--- config.mk ---
export PLATFORM = sky130hd
export DESIGN_NAME = sisc_mc_core_flat
export DESIGN_NICKNAME = d
export VERILOG_FILES = /design/src/rtl/sisc_mc_core_if.sv /design/src/rtl/sisc_mc_core.sv /design/src/flat_wrapper.sv
export SDC_FILE = /design/constraint.sdc
export NUM_CORES = 2
export LEC_CHECK = 0
export CAP_MARGIN = 20
export CORE_ASPECT_RATIO = 1.5
export CORE_MARGIN = 2
export CORE_UTILIZATION = 40
export CTS_CLUSTER_SIZE = 25
export DETAILED_ROUTE_END_ITERATION = 6
export SYNTH_ARGS = -nofsm -noshare
export SYNTH_HDL_FRONTEND = slang
export SYNTH_SLANG_ARGS = --single-unit
--- constraint.sdc ---
create_clock -name clk -period 55.5 [get_ports clk]
set_input_delay 8.325 -clock clk [delete_from_list [all_inputs] [get_ports clk]]
set_output_delay 8.325 -clock clk [all_outputs]
set_load 0.01 [all_outputs]
--- src/rtl/sisc_mc_core_if.sv ---
// +----------------------------------------------------------------------+
// | sisc_mc_core_if : instruction-fetch handshake between core and imem   |
// | Revision: 1.0                                                         |
// +----------------------------------------------------------------------+
`default_nettype none

interface sisc_mc_core_if #(
  parameter int PC_W = 16
);
  logic            req;
  logic [PC_W-1:0] addr;
  logic            rdy;
  logic [31:0]     data;

  modport master (output req, addr, input rdy, data);
  modport slave  (input req, addr, output rdy, data);
endinterface

`default_nettype wire

--- src/rtl/sisc_mc_core.sv ---
// +----------------------------------------------------------------------+
// | sisc_mc_core : parametrised multicycle SISC core with fetch handshake |
// | Revision: 1.0                                                         |
// +----------------------------------------------------------------------+
`default_nettype none

module sisc_mc_core #(
  parameter int DATA_W = 32,
  parameter int NREGS  = 16,
  parameter int PC_W   = 16
) (
  input  logic              clk,
  input  logic              rst_f,
  sisc_mc_core_if.master    imem,
  output logic [PC_W-1:0]   pc,
  output logic [3:0]        stat,
  output logic              halted,
  output logic              illegal,
  output logic              retire,
  input  logic [3:0]        dbg_addr,
  output logic [DATA_W-1:0] dbg_data
);

  localparam int SH_W = $clog2(DATA_W);
  localparam int MSB  = DATA_W - 1;

  localparam logic [3:0] c_op_nop  = 4'h0;
  localparam logic [3:0] c_op_alur = 4'h1;
  localparam logic [3:0] c_op_alui = 4'h2;
  localparam logic [3:0] c_op_brc  = 4'h4;
  localparam logic [3:0] c_op_jmp  = 4'h5;
  localparam logic [3:0] c_op_halt = 4'hF;

  typedef enum logic [2:0] {
    S_FETCH  = 3'd0,
    S_DECODE = 3'd1,
    S_EXEC   = 3'd2,
    S_WB     = 3'd3,
    S_HALT   = 3'd4
  } state_t;

  state_t              r_state, w_state_nxt;
  logic [31:0]         r_ir;
  logic [PC_W-1:0]     r_pc, r_target;
  logic [3:0]          r_stat, r_flags;
  logic                r_illegal;
  logic [DATA_W-1:0]   r_a, r_b, r_imm, r_res;
  logic [DATA_W-1:0]   r_regs [16];

  logic [3:0]          w_op, w_mm, w_rs, w_rt, w_rd, w_widx;
  logic                w_wen;
  logic [DATA_W-1:0]   w_opb, w_res;
  logic [DATA_W:0]     w_sum, w_dif;
  logic                w_c, w_v;

  assign w_op = r_ir[31:28];
  assign w_mm = r_ir[27:24];
  assign w_rs = r_ir[23:20];
  assign w_rt = r_ir[19:16];
  assign w_rd = r_ir[15:12];

  // Indices beyond the implemented file, and R0, always read as zero.
  function automatic logic [DATA_W-1:0] rd_reg(input logic [3:0] idx);
    if (idx == 4'd0 || int'(idx) >= NREGS) return '0;
    return r_regs[idx];
  endfunction

  always_ff @(posedge clk or posedge rst_f) begin
    if (rst_f) r_state <= S_FETCH;
    else       r_state <= w_state_nxt;
  end

  always_comb begin
    w_state_nxt = r_state;
    case (r_state)
      S_FETCH:  if (imem.rdy) w_state_nxt = S_DECODE;
      S_DECODE: w_state_nxt = S_EXEC;
      S_EXEC:   w_state_nxt = S_WB;
      S_WB:     w_state_nxt = (w_op == c_op_halt) ? S_HALT : S_FETCH;
      S_HALT:   w_state_nxt = S_HALT;
      default:  w_state_nxt = S_FETCH;
    endcase
  end

  always_comb begin
    w_opb = (w_op == c_op_alui) ? r_imm : r_b;
    w_sum = {1'b0, r_a} + {1'b0, w_opb};
    w_dif = {1'b0, r_a} - {1'b0, w_opb};
    w_res = '0;
    w_c   = 1'b0;
    w_v   = 1'b0;
    case (w_mm[2:0])
      3'd0: begin
        w_res = w_sum[MSB:0];
        w_c   = w_sum[DATA_W];
        w_v   = (r_a[MSB] == w_opb[MSB]) && (w_res[MSB] != r_a[MSB]);
      end
      3'd1: begin
        w_res = w_dif[MSB:0];
        w_c   = ~w_dif[DATA_W];
        w_v   = (r_a[MSB] != w_opb[MSB]) && (w_res[MSB] != r_a[MSB]);
      end
      3'd2:    w_res = r_a & w_opb;
      3'd3:    w_res = r_a | w_opb;
      3'd4:    w_res = r_a ^ w_opb;
      3'd5:    w_res = ~r_a;
      3'd6:    w_res = r_a << w_opb[SH_W-1:0];
      default: w_res = r_a >> w_opb[SH_W-1:0];
    endcase
  end

  always_comb begin
    w_wen  = 1'b0;
    w_widx = w_rd;
    if (w_op == c_op_alur) begin
      w_wen = 1'b1;
    end else if (w_op == c_op_alui) begin
      w_wen  = 1'b1;
      w_widx = w_rt;
    end
  end

  always_ff @(posedge clk or posedge rst_f) begin
    if (rst_f) begin
      r_ir      <= '0;
      r_pc      <= '0;
      r_stat    <= '0;
      r_illegal <= 1'b0;
      r_a       <= '0;
      r_b       <= '0;
      r_imm     <= '0;
      r_res     <= '0;
      r_flags   <= '0;
      r_target  <= '0;
      for (int i = 0; i < 16; i++) r_regs[i] <= '0;
    end else begin
      case (r_state)
        S_FETCH: if (imem.rdy) r_ir <= imem.data;
        S_DECODE: begin
          r_a   <= rd_reg(w_rs);
          r_b   <= rd_reg(w_rt);
          r_imm <= DATA_W'($signed(r_ir[15:0]));
        end
        S_EXEC: begin
          r_res    <= w_res;
          r_flags  <= {w_c, w_v, w_res[MSB], (w_res == '0)};
          r_target <= r_pc + PC_W'(1) + PC_W'($signed(r_ir[15:0]));
        end
        S_WB: begin
          if (w_wen) begin
            r_stat <= r_flags;
            if (w_widx != 4'd0 && int'(w_widx) < NREGS) r_regs[w_widx] <= r_res;
          end
          case (w_op)
            c_op_nop, c_op_alur, c_op_alui: r_pc <= r_pc + PC_W'(1);
            c_op_brc:  r_pc <= (|(r_stat & w_mm)) ? r_target : r_pc + PC_W'(1);
            c_op_jmp:  r_pc <= PC_W'(r_ir[15:0]);
            c_op_halt: r_pc <= r_pc;
            default: begin
              r_pc      <= r_pc + PC_W'(1);
              r_illegal <= 1'b1;
            end
          endcase
        end
        default: ;
      endcase
    end
  end

  // Request is gated by reset so an in-flight fetch drops the moment reset asserts.
  assign imem.req  = (r_state == S_FETCH) && !rst_f;
  assign imem.addr = r_pc;
  assign pc        = r_pc;
  assign stat      = r_stat;
  assign halted    = (r_state == S_HALT);
  assign illegal   = r_illegal;
  assign retire    = (r_state == S_WB);
  assign dbg_data  = rd_reg(dbg_addr);

endmodule

`default_nettype wire

--- src/flat_wrapper.sv ---
// flat-port wrapper written by rule: the top's interface ports become plain ports
module sisc_mc_core_flat 
#(
  parameter int DATA_W = 32,
  parameter int NREGS  = 16,
  parameter int PC_W   = 16
)
  (clk, rst_f, pc, stat, halted, illegal, retire, dbg_addr, dbg_data, imem_req, imem_addr, imem_rdy, imem_data);
  sisc_mc_core_if #(.PC_W(PC_W)) imem_i ();
  input  logic clk;
  input  logic rst_f;
  output logic [PC_W-1:0] pc;
  output logic [3:0] stat;
  output logic halted;
  output logic illegal;
  output logic retire;
  input  logic [3:0] dbg_addr;
  output logic [DATA_W-1:0] dbg_data;
  output wire logic [$bits(imem_i.req)-1:0] imem_req;
  output wire logic [$bits(imem_i.addr)-1:0] imem_addr;
  input wire logic [$bits(imem_i.rdy)-1:0] imem_rdy;
  input wire logic [$bits(imem_i.data)-1:0] imem_data;
  assign imem_req = imem_i.req;
  assign imem_addr = imem_i.addr;
  assign imem_i.rdy = imem_rdy;
  assign imem_i.data = imem_data;
  sisc_mc_core #(.DATA_W(DATA_W), .NREGS(NREGS), .PC_W(PC_W)) u_core (.clk(clk), .rst_f(rst_f), .imem(imem_i), .pc(pc), .stat(stat), .halted(halted), .illegal(illegal), .retire(retire), .dbg_addr(dbg_addr), .dbg_data(dbg_data));
endmodule
* Yosys cells after proc, flatten, opt, wreduce, memory -nomap -nowiden
Cells that the tools add are included.
** Cells by class
- Order comparisons :: 5
- $add $sub $neg :: 4
- Shifts and indexed selects :: 2
- Reductions and logical operators :: 20
- Bitwise gates (word level) :: 12
- Equality and inequality tests :: 20
- Mux-type cells :: 36
** Operators by type and width (count)
- $bwmux 512 :: 1
- $mux 32 :: 14
- $bmux 32 s4 :: 3
- $pmux 32 s7 :: 1
- $demux 32 s4 :: 1
- $pmux 16 s3 :: 1
- $add 32x32->33 :: 1
- $sub 32x32->33 :: 1
- $and 32x32->32 :: 1
- $logic_not 32->1 :: 1
- $not 32->32 :: 1
- $or 32x32->32 :: 1
- $shl 32x5->32 :: 1
- $shr 32x5->32 :: 1
- $xor 32x32->32 :: 1
- $ge 5x5->1 const B :: 4
- $not 4->5 :: 4
- $add 16x1->16 const B :: 1
- $add 16x16->16 :: 1
- $logic_not 4->1 :: 4
- $mux 16 :: 1
- $pmux 3 s5 :: 1
- $eq 3x2->1 const B :: 4
- $eq 3x3->1 const B :: 4
- other kinds (23) :: 45
** Storage, ports and cells
- Word-level logic and storage cells :: 126
- Input bits :: 39
- Flip-flop bits (word level) :: 700

* Depth between registers and ports, before layout
- Depth in word-level cells :: 9
- Mapped depth :: 23
- Mapped depth without buffers :: 19

* Worst setup path before layout
No wires, ideal clock.
- Kind :: input port to output port
- Start point :: in dbg_addr[0]
- End point :: out dbg_data[22]
- Setup slack :: 36636 ps
- Arrival :: 10539 ps
- Cell stages on the path :: 5
- Buffers on the path :: 2
- Cells stage by stage :: buf_1 > buf_1 > mux4_2 > mux4_2 > nor2b_1
** Between the ends
- Word-level cells in the longest chain between the ends :: 5
- Elaborated cells between the ends (all ways) :: 7
- Those cells by class :: mux (5); bitwise (1); reduce/logical (1)
** RTL lines
- start: declaration :: line flat_wrapper.sv:17 : input logic [3:0] dbg_addr;
- $not 4->5 (implied by the code) :: line sisc_mc_core.sv:65 : return r_regs[idx];
- $bmux 32 s4 :: line sisc_mc_core.sv:65
- $mux 32 (implied by the code) (2 in a row) :: line sisc_mc_core.sv:65
- $mux 32 * :: line sisc_mc_core.sv:65
- end: declaration :: line flat_wrapper.sv:18 : output logic [DATA_W-1:0] dbg_data;
Mark *: on every way between the ends. The rest lies on a longest branch, timed or not. The select of a mux whose other input is x is not followed.

* Worst setup path after layout
- Start point :: in dbg_addr[0]
- End point :: out dbg_data[25]
Same word-level chain as after synthesis.

==> summary.txt <==
Status = complete, but fails checks
Failing checks = design-rule violations
Comb power frac = 54.5%
CP max FO = 66
Die W = 288 µm
CTS tree = built
CP Data Arrival Time = 12080 ps
Type of origin of the critical path = input pin
WL met2 = 83.5 mm
Net Switching = 1340 µW
Type of the tightest min-delay check = reg2reg
Part of the power in registers = 28.3%
Total power = 2840 µW
Vias in the first global route = 37.3k
Setup_tns = 0 ps
Setup Skew = 31.6 ps
# clock sinks = 699
Uppermost layer routed = met4
Top-level I/O count = 111
Starting Density = 40.2%
Placer's final routability congestion estimate = 1.02
Worst Setup End Kind = output port
Rel. slew slack = 25.5%
Worst Setup SP = dbg_addr[0]
Seq cells post-synth = 699
Clk_lat worst skew = 670 ps
Top_reg_cell synth = dfrtp_1
Layout cells sized above 1 = 31.3%
H-tree Lvls = 3
Die area = 124000 µm²
GRT Resource Usage Total = 27.4%
RR Startpoint = u_core.r_ir[28]$_DFFE_PP0P_
Yosys top cell by area = dfrtp_1
Final worst path period need = 20410 ps
Post-Place Cells = 5571
Pin count of the biggest net entering global routing = 163
Sw frac = 47.2%
Cell Area, Synth = 48500 µm²
Post-synth top area share = 36.1%
Via count = 36.8k
WS Path Type = in2out
Detailed-route DRC error count = 2
Final Max Tran Viols = 0
Worst vdd ir = 37.5 µV
Num CTS Buffers = 70
DRT iter0 DRCs = 3838
# Post-CTS Setup Buffers = 0
PortBufs = 110
Required time at the worst-slack endpoint = 47180 ps
Final setup viols = 0
Post-DP HPWL = 114 mm
RSZ-0062 raised after global routing = false
Die Y-Extent = 430 µm
Core area = 120000 µm²
Syn Nets = 4360
PostCTS Resize Cnt = 0
Worst hold margin = 414 ps
Routed len/inst = 29.8 µm
Nets = 4231
Count of different cell masters after synthesis = 83
Number of synthesized flops with an enable pin = 0
Actual slew at the worst max-slew pin = 1110 ps
Post-Layout Cell Count = 5700
Hold Vio Cnt, Final = 0
Via density = 6.46
Pint = 1500 µW
Max clock buf depth = 3
Drt total wl = 170 mm
Pre-antenna DRT Iters = 7
Register clock-pin slew on the reported worst setup and hold paths = 60 ps
Hold Buf Count CTS = 0
Maxcap violations = 0
Worst hold path startpoint = u_core.r_regs[482]$_DFFE_PP0P_
Fmax = 49.0 MHz
Total grt overflow = 0
Leak Pwr = 0.0224 µW
Clk network pwr share = 17.2%
Pwr/cell area = 53.4 nW/µm²
Async SR Flop Fraction = 100%
Synth area leaders = dfrtp_1 (36%), mux4_2 (22%), mux2_2 (12%), nand2_1 (3.2%), ha_1 (3.2%)
Post-Synthesis Cells = 4195
Yosys Warn Count = 0
Met1 wire length = 65.1 mm
Post-place instance area = 50900 µm²
Antenna viol nets, final = 0
Cell Rows = 156
Commonest cells post-synth = dfrtp_1 (699), mux2_2 (526), mux4_2 (481)
Final period utilization = 36.8%
Syn-to-layout area delta = 9.83%
DR WL met3 = 10.2 mm
Initial antenna violation count = 3
Register area share after synthesis = 36.1%
Post-route cell area = 53200 µm²
Root buffer cell = clkbuf_16
FILL cells = 11.0k
Count leader, synth = dfrtp_1
First-pass GRT wire length = 253 mm
Avg Inst Size Synth = 11.6 µm²
final timing paths:
check | slack (ps) | end | cells past startpoint
min in group asynchronous | 8380 | u_core.r_target[1]$_DFFE_PP0P_ | 2
hold reg to reg | 410 | u_core.r_regs[482]$_DFFE_PP0P_ | 0
setup / recovery | 35090 | dbg_data[25] | 7
max in group asynchronous | 44170 | u_core.r_regs[274]$_DFFE_PP0P_ | 5
hold / removal | 410 | u_core.r_regs[482]$_DFFE_PP0P_ | 0
setup reg to reg | 47190 | u_core.r_flags[0]$_DFFE_PP0P_ | 23
cells in the final DEF (no fill, tap or decap), drive strengths merged, types with 9 or more instances in the layout:
master / instances
a211o: 13
a211oi: 47
a21o: 15
a21oi: 152
a221o: 9
a221oi: 35
a22oi: 53
a31oi: 21
and3: 12
buf: 103
clkbuf: 99
clkdlybuf4s50: 106
clkinv: 16
dfrtp: 699
ha: 124
inv: 178
mux2: 527
mux2i: 94
mux4: 481
nand2: 416
nand2b: 34
nand3: 51
nand4: 18
nor2: 179
nor2b: 46
nor3: 68
nor3b: 12
nor4: 23
o211ai: 31
o21ai: 152
o21bai: 17
o221ai: 16
o22ai: 55
o31ai: 17
or3: 13
xnor2: 37
xor2: 18
cell type report:
| type | count | area (µm²) | area share (%) |
|---|---|---|---|
| multi-input cells | 2910 | 28900 | 54.2 |
| flip-flops and latches | 699 | 17500 | 32.9 |
| clock buffers | 99 | 2040 | 3.84 |
| well taps | 1580 | 1980 | 3.71 |
| repair buffers | 209 | 1910 | 3.59 |
| inverters | 176 | 668 | 1.26 |
| clock inverters | 25 | 244 | 0.458 |
| diodes | 2 | 5.00 | 0.00940 |
metal layers:
metal	track usage, %	vias up
li1	-	15600
met2	45.7	1625
met3	3.56	527
met5	0	-
met1	34.3	19100
met4	15.6	0
kinds of logic after synthesis:
logic type / share of synthesized area, %
DFF: 36.1
AOI/OAI and AO/OA: 9.74
buffers and inverters: 4.73
muxes: 36.5
xor gates and xnor gates: 0.994
and+or+nand+nor: 8.61
adders and majority gates: 3.28
sequential cells by signal, summed over array words and instances (netlist names), 3 cells and up:
| register | count |
|---|---|
| u_core.r_state | 3 |
| u_core.stat | 4 |
| u_core.r_ir | 32 |
| u_core.r_imm | 16 |
| u_core.r_target | 16 |
| u_core.r_b | 32 |
| u_core.r_flags | 4 |
| u_core.imem.addr | 16 |
| u_core.r_regs | 512 |
| u_core.r_res | 31 |
| u_core.r_a | 32 |
power groups by stage:
stage	combinational, µW	clock, µW	sequential [µW]
after global placement	1510	0	808
after floorplan	1100	0	706
after CTS	1520	498	803
final	1550	488	805
after global routing	1630	516	825
after detailed placement	1510	0	812
metrics by stage:
step | util (%) | setup slack, ps
CTS | 44.1 | 35000
detailed placement | 42.2 | 34990
global route | 44.2 | 34780
floorplan | - | 27570
finish | 44.2 | 35090
global placement | 42.2 | 35070
critical path, stage by stage:
cell             delay, ps
buf_8                  540
buf_4                  670
buf_4                  630
mux4_2                 580
mux4_2                 530
nor2b_1                160
clkdlybuf4s50_1        500
(Power assumes the default switching activity.)
